[src/rtl/di_arb_pkg.sv]
// ---------------------------------------------------------------------------
// di_arb_pkg
// Shared definitions for the Device Interface register-bus arbiter:
//   - arb_state_t : FSM state encoding (IDLE/ISSUE/WAIT/DONE)
//   - TIMEOUT_RDATA : read data returned when a transfer is abandoned by the
//                     watchdog (only meaningful with DI_ARB_TIMEOUT_EN)
// ---------------------------------------------------------------------------
package di_arb_pkg;

   typedef enum logic [1:0] {
      IDLE  = 2'd0,
      ISSUE = 2'd1,
      WAIT  = 2'd2,
      DONE  = 2'd3
   } arb_state_t;

   localparam logic [15:0] TIMEOUT_RDATA = 16'hDEAD;

endpackage : di_arb_pkg

[src/rtl/di_arbiter_rr_pick.sv]
// ---------------------------------------------------------------------------
// rr_pick
// Combinational round-robin priority selector. Returns the first set bit of
// req found by searching upward from ptr, wrapping modulo NUM_REQ.
// Ports:
//   req   in  NUM_REQ  request vector
//   ptr   in  IDXW     search start index (expected < NUM_REQ)
//   valid out 1        any request set
//   idx   out IDXW     selected index (0 when valid is low)
// ---------------------------------------------------------------------------
module rr_pick #(
   parameter int NUM_REQ = 2,
   parameter int IDXW    = 1
) (
   input  logic [NUM_REQ-1:0] req,
   input  logic [IDXW-1:0]    ptr,
   output logic               valid,
   output logic [IDXW-1:0]    idx
);

   // Position that is 'off' steps above 'base', wrapped into 0..NUM_REQ-1.
   function automatic int wrap_idx(input int base, input int off);
      return (base + off) % NUM_REQ;
   endfunction

   // Walk offsets from farthest to nearest so the nearest match is the one
   // left standing after the loop.
   always_comb begin
      valid = 1'b0;
      idx   = '0;
      for (int k = NUM_REQ - 1; k >= 0; k--) begin
         for (int j = 0; j < NUM_REQ; j++) begin
            if ((j == wrap_idx(int'(ptr), k)) && req[j]) begin
               valid = 1'b1;
               idx   = IDXW'(j);
            end
         end
      end
   end

endmodule : rr_pick

[src/rtl/di_arbiter.sv]
// ---------------------------------------------------------------------------
// di_arbiter
// Round-robin arbiter sharing one Device Interface register bus between
// NUM_REQ requesters. One transaction per grant:
//   IDLE -> ISSUE (one-cycle diWrite/diRead) -> WAIT (for rdwr_ready)
//        -> DONE (req_done pulse to grantee) -> IDLE
// Optional watchdog: define DI_ARB_TIMEOUT_EN to abandon a WAIT after
// TIMEOUT cycles, returning 16'hDEAD with req_err set.
// Ports:
//   if_clock, resetb                 clock, async active-low reset
//   req/req_write                    per-requester request and direction
//   req_ep_addr/req_reg_addr/req_wdata  16 bits per requester, packed
//   req_done/req_rdata/req_err       completion back to the grantee
//   grant_idx, busy                  status
//   diEpAddr/diRegAddr/diRegDataIn   downstream address/data
//   diWrite/diRead                   downstream one-cycle strobes
//   diRegDataOut/rdwr_ready          downstream read data and ready
// ---------------------------------------------------------------------------
module di_arbiter
   import di_arb_pkg::*;
#(
   parameter int NUM_REQ = 2,
   parameter int IDXW    = 1,
   parameter int TIMEOUT = 255
) (
   input  logic                  if_clock,
   input  logic                  resetb,
   input  logic [NUM_REQ-1:0]    req,
   input  logic [NUM_REQ-1:0]    req_write,
   input  logic [16*NUM_REQ-1:0] req_ep_addr,
   input  logic [16*NUM_REQ-1:0] req_reg_addr,
   input  logic [16*NUM_REQ-1:0] req_wdata,
   output logic [NUM_REQ-1:0]    req_done,
   output logic [15:0]           req_rdata,
   output logic                  req_err,
   output logic [IDXW-1:0]       grant_idx,
   output logic                  busy,
   output logic [15:0]           diEpAddr,
   output logic [15:0]           diRegAddr,
   output logic [15:0]           diRegDataIn,
   input  logic [15:0]           diRegDataOut,
   output logic                  diWrite,
   output logic                  diRead,
   input  logic                  rdwr_ready
);

   arb_state_t           state_q, state_d;
   logic [IDXW-1:0]      ptr_q, ptr_d;
   logic [IDXW-1:0]      grant_q, grant_d;
   logic                 write_q, write_d;
   logic [15:0]          ep_q, ep_d;
   logic [15:0]          reg_q, reg_d;
   logic [15:0]          wdata_q, wdata_d;
   logic [15:0]          rdata_q, rdata_d;
   logic [NUM_REQ-1:0]   done_q, done_d;
   logic                 diwrite_q, diwrite_d;
   logic                 diread_q, diread_d;
   logic [NUM_REQ-1:0]   grant_onehot;

   logic                 pick_valid;
   logic [IDXW-1:0]      pick_idx;

`ifdef DI_ARB_TIMEOUT_EN
   localparam int CNTW = ($clog2(TIMEOUT + 1) > 8) ? $clog2(TIMEOUT + 1) : 8;
   logic [CNTW-1:0]      cnt_q, cnt_d;
   logic                 err_q, err_d;
`endif

   rr_pick #(
      .NUM_REQ (NUM_REQ),
      .IDXW    (IDXW)
   ) u_rr_pick (
      .req   (req),
      .ptr   (ptr_q),
      .valid (pick_valid),
      .idx   (pick_idx)
   );

   always_comb begin
      grant_onehot = '0;
      for (int j = 0; j < NUM_REQ; j++) begin
         grant_onehot[j] = (IDXW'(j) == grant_q);
      end
   end

   always_comb begin
      state_d   = state_q;
      ptr_d     = ptr_q;
      grant_d   = grant_q;
      write_d   = write_q;
      ep_d      = ep_q;
      reg_d     = reg_q;
      wdata_d   = wdata_q;
      rdata_d   = rdata_q;
      done_d    = '0;
      diwrite_d = 1'b0;
      diread_d  = 1'b0;
`ifdef DI_ARB_TIMEOUT_EN
      cnt_d     = cnt_q;
      err_d     = 1'b0;
`endif

      case (state_q)
         IDLE: begin
            if (pick_valid) begin
               grant_d = pick_idx;
               // Mux the winner's fields with a constant-index loop so each
               // slice stays a fixed 16-bit part-select.
               for (int j = 0; j < NUM_REQ; j++) begin
                  if (IDXW'(j) == pick_idx) begin
                     write_d = req_write[j];
                     ep_d    = req_ep_addr[16*j +: 16];
                     reg_d   = req_reg_addr[16*j +: 16];
                     wdata_d = req_wdata[16*j +: 16];
                  end
               end
               // Strobes are registered so they are high exactly during ISSUE.
               diwrite_d = write_d;
               diread_d  = ~write_d;
               state_d   = ISSUE;
            end
         end

         ISSUE: begin
            // Ready seen here is deliberately ignored; WAIT samples it.
`ifdef DI_ARB_TIMEOUT_EN
            cnt_d   = '0;
`endif
            state_d = WAIT;
         end

         WAIT: begin
            if (rdwr_ready) begin
               if (!write_q) begin
                  rdata_d = diRegDataOut;
               end
               done_d  = grant_onehot;
               state_d = DONE;
            end
`ifdef DI_ARB_TIMEOUT_EN
            // Counter holds 0 in the first WAIT cycle, so hitting TIMEOUT-1
            // means TIMEOUT WAIT cycles have elapsed. Ready has priority.
            else if (cnt_q == CNTW'(TIMEOUT - 1)) begin
               rdata_d = TIMEOUT_RDATA;
               err_d   = 1'b1;
               done_d  = grant_onehot;
               state_d = DONE;
            end else begin
               cnt_d = cnt_q + 1'b1;
            end
`endif
         end

         DONE: begin
            if (grant_q == IDXW'(NUM_REQ - 1)) begin
               ptr_d = '0;
            end else begin
               ptr_d = grant_q + 1'b1;
            end
            state_d = IDLE;
         end

         default: state_d = IDLE;
      endcase
   end

   always_ff @(posedge if_clock or negedge resetb) begin
      if (!resetb) begin
         state_q   <= IDLE;
         ptr_q     <= '0;
         grant_q   <= '0;
         write_q   <= 1'b0;
         ep_q      <= '0;
         reg_q     <= '0;
         wdata_q   <= '0;
         rdata_q   <= '0;
         done_q    <= '0;
         diwrite_q <= 1'b0;
         diread_q  <= 1'b0;
      end else begin
         state_q   <= state_d;
         ptr_q     <= ptr_d;
         grant_q   <= grant_d;
         write_q   <= write_d;
         ep_q      <= ep_d;
         reg_q     <= reg_d;
         wdata_q   <= wdata_d;
         rdata_q   <= rdata_d;
         done_q    <= done_d;
         diwrite_q <= diwrite_d;
         diread_q  <= diread_d;
      end
   end

`ifdef DI_ARB_TIMEOUT_EN
   always_ff @(posedge if_clock or negedge resetb) begin
      if (!resetb) begin
         cnt_q <= '0;
         err_q <= 1'b0;
      end else begin
         cnt_q <= cnt_d;
         err_q <= err_d;
      end
   end

   assign req_err = err_q;
`else
   assign req_err = 1'b0;
`endif

   assign req_done    = done_q;
   assign req_rdata   = rdata_q;
   assign grant_idx   = grant_q;
   assign busy        = (state_q != IDLE);
   assign diEpAddr    = ep_q;
   assign diRegAddr   = reg_q;
   assign diRegDataIn = wdata_q;
   assign diWrite     = diwrite_q;
   assign diRead      = diread_q;

endmodule : di_arbiter

[config.mk]
export PLATFORM = sky130hd
export DESIGN_NAME = di_arbiter
export DESIGN_NICKNAME = d
export VERILOG_FILES = /design/src/rtl/di_arb_pkg.sv /design/src/rtl/di_arbiter_rr_pick.sv /design/src/rtl/di_arbiter.sv
export SDC_FILE = /design/constraint.sdc
export NUM_CORES = 1
export LEC_CHECK = 0
export BUFFER_PORTS_ARGS = -buffer_cell sky130_fd_sc_hd__buf_2
export CAP_MARGIN = 20
export CELL_PAD_IN_SITES_DETAIL_PLACEMENT = 1
export CELL_PAD_IN_SITES_GLOBAL_PLACEMENT = 1
export CORE_UTILIZATION = 32
export DETAILED_ROUTE_END_ITERATION = 8
export GPL_ROUTABILITY_DRIVEN = 0
export PLACE_DENSITY_LB_ADDON = 0.1
export REMOVE_ABC_BUFFERS = 1
export SYNTH_ARGS = -nofsm -noshare
export SYNTH_HDL_FRONTEND = slang
export SYNTH_SLANG_ARGS = --single-unit
export TNS_END_PERCENT = 5
[constraint.sdc]
create_clock -name if_clock -period 2 [get_ports if_clock]
set_clock_uncertainty 0.2 [all_clocks]
set_input_delay 0.4 -clock if_clock [delete_from_list [all_inputs] [get_ports if_clock]]
set_output_delay 0.4 -clock if_clock [all_outputs]
set_load 0.1 [all_outputs]
==> metrics.md <==
| Metric | Value |
|---|---|
| CTS clk-pin slew, worst paths | 80 ps |
| Largest net degree at the start of global routing | 45 |
| Final period util | 97.1% |
| Max-slew violations | 0 |
| Mean area per synthesized cell | a little under 10 sq um |
| Clock sinks | 73 |
| Clock buffer count from CTS | 9 |
| Crit-path slowest cell | dfrtp_1 |
| Initial antenna violation count | 0 |
| M1 wire length | 5080 microns |
| CTS HTree Levels | 3 |
| Drt drc | 0 |
| Crit path max fanout | 5 |
| DRT iter0 DRCs | 99 |
| Buf/Inv on CP | 3 |
| Worst-skew pair later-pin latency | about 340 ps |
| Initial Utilization | between 30% and 40% |
| Worst hold margin | 80.6 ps |
| Chip height | 105 microns |
| RSZ-0062 raised after global routing | false |
| Buffers on Ports | roughly 190 |
| Simple-gate share of the synthesized area | 6.93% |
| Crit path capture type | output port |
| YS warnings | 0 |
| CTS tree | built |
| Layout cells sized above 1 | between 40% and 50% |
| Vias per std cell | 5.11 |
| Crit-path max cell delay | about 420 ps |
| Row count | 37 |
| DP HPWL | a little over 8000 microns |
| WL per Instance | between 15 and 20 microns |
| Crit-path cells | inv_2, ha_4, inv_1, buf_12 |
| Number of top-level pins | 190 |
| Adder-Cell Fraction of Synth Area | between 1 and 1.5% |
| Die Area | between 10000 and 15000 sq um |
| Detail Route Antenna Nets | 0 |
| Count of different cell masters after synthesis | 30 |
| Core area | between 10000 and 15000 sq um |
| Synth Area in Compound Gates | approximately a quarter |
| Drt pass-1 iters | 6 |
| Mapped Area | 3380 sq um |
| Area Overhead vs Synth | 40.8% |
| Critical Path RT | 1400 ps |
| Met3 Routed Length | between 900 and 1000 microns |
| XOR/XNOR share of the synthesized area | 0% |
| Top Layer Used | met4 |
| Post-DP Area | 4500 sq um |
| # setup viols final | 0 |
| Critical Path AT | 1340 ps |
| Maxcap violations | 0 |
| GRT Residual Overflow | 0 |
| Critical path startpoint category | flop |
| Vias in the first global route | about 3600 |
| Ant diodes | 0 |
| DIE WIDTH | between 100 and 150 microns |
| Main combinational cell family by area after synthesis | compound AO/OA/AOI/OAI gates |
| Routed wire length | ~12000 microns |
| Root Driver | clkbuf_8 |
| F_max | around 0.51 GHz |
| Slew @ Worst Pin | 515 ps |
| Detailed-route via count | roughly 3400 |
| Final min period | a little under 2000 ps |
| Final Hold Fails | 0 |
| Max Buffers Root-to-Sink | 2 |
| Multiplexer share of the synthesized area | around 6.8% |
| Post-synthesis sequential area ratio | a little over half |
| Hold Crit Class | input port to flop |
| GR Util All Layers | between 20% and 30% |
| DR WL met2 | approximately 5600 microns |
| Setup CP Type | flop to output port |
| Cell family with most CP delay | flip-flops |
| Syn Inst Count | around 350 |
| Final instance area | 4760 sq um |
| Nets@finish | roughly 650 |
| Slew headroom | around 66% |
| First-pass GRT wire length | 18900 microns |
| Number of synthesized register bits | 73 |
| Status | finished, final reports clean |
## layer usage
layer  up-vias  global-route usage [%]
met3        10                    6.11
li1       1595                       -
met1      1680                    27.3
met5         -                       0
met2       128                    36.7
met4         0                    7.14
## state kept, by name, summed over array words and instances, names as in the netlist
register and count:
diWrite 1, ptr_q 1, state_q 2, req_done 2
diRead 1, diRegDataIn 16, diEpAddr 16, grant_idx 1
req_rdata 16, write_q 1, diRegAddr 16
## Yosys cell counts, drive strengths merged
master  instances  area share [%]
and2b           1            0.22
ha              3             1.1
conb            1            0.11
buf            19             3.4
mux2           17             6.8
a21oi          50             7.4
a31oi          49             9.1
o32a            1            0.30
o21ai          50             7.4
nand2           1            0.11
nand2b          1            0.19
clkbuf         17             2.0
or2             1            0.19
and3            2            0.41
nand3           1            0.15
o22a            1            0.30
nor2           51             5.7
inv             5            0.56
dfrtp          73              54
o21a            1            0.22
a32o            1            0.30
## layout by cell type, fill, tap and decap left out, drive strengths merged
cell type    count
dfrtp           73
clkbuf          12
or2              1
a32o             1
nand2            1
o32a             1
conb             1
nand3            1
and3             2
and2b            1
inv              5
a31oi           49
buf            205
o21a             1
nand2b           1
o21ai           50
clkinv           1
o22a             1
nor2            51
clkinvlp         2
bufinv           1
ha               3
dlygate4sd3      1
a21oi           50
mux2            17
## cell families (layout without fill, tap and decap cells)
logic type	Yosys count	after routing
compound gates	153	153
flops	73	73
simple gates	58	58
buf+inv	41	227
mux	17	17
fa+ha+maj	3	3
other cells	1	1
## repair_timing
action | 4_1_cts | 5_1_grt
hold buffers | 1 | 0
setup endpoints to repair | 1 | 16
hold endpoints to repair | 23 | 0
gates resized for setup | 2 | 2
buffers inserted | 0 | 2
## worst paths after layout
kind | endpoint | slack [ps] | from | cells past startpoint
min in group asynchronous | req_rdata[5]$_DFFE_PN0P_ | 300 | resetb | 2
hold reg to reg | req_rdata[2]$_DFFE_PN0P_ | 310 | req_rdata[2]$_DFFE_PN0P_ | 1
hold / removal | req_rdata[10]$_DFFE_PN0P_ | 80 | diRegDataOut[10] | 2
setup / recovery | busy | 60 | state_q[0]$_DFFE_PN0P_ | 4
setup reg to reg | req_rdata[6]$_DFFE_PN0P_ | 110 | state_q[0]$_DFFE_PN0P_ | 6
max in group asynchronous | diRegAddr[5]$_DFFE_PN0P_ | 740 | resetb | 3
## per-stage QoR
step / TNS, ps / worst slack [ps] / util [%] / instances
floorplan: -28670 / -566 / - / 310
global placement: 0 / 210 / 43.8 / 649
detailed placement: 0 / 121 / 43.8 / 649
CTS: 0 / 29.1 / 46.1 / 666
global route: 0 / 7.30 / 46.3 / 668
finish: 0 / 57.2 / 46.3 / 668
## cell type report
cell class / instances / area [sq um]
fillers: 1250 / 5520
flip-flops and latches: 73 / 1830
multi-input cells: 232 / 1380
repair buffers: 206 / 1150
well taps: 136 / 170
clock buffers: 12 / 165
clock inverters: 4 / 50.0
inverters: 5 / 18.8
Power is left out: the tool's default activity adds up to more than one toggle a clock period on the data nets, which glitch-free logic cannot reach.
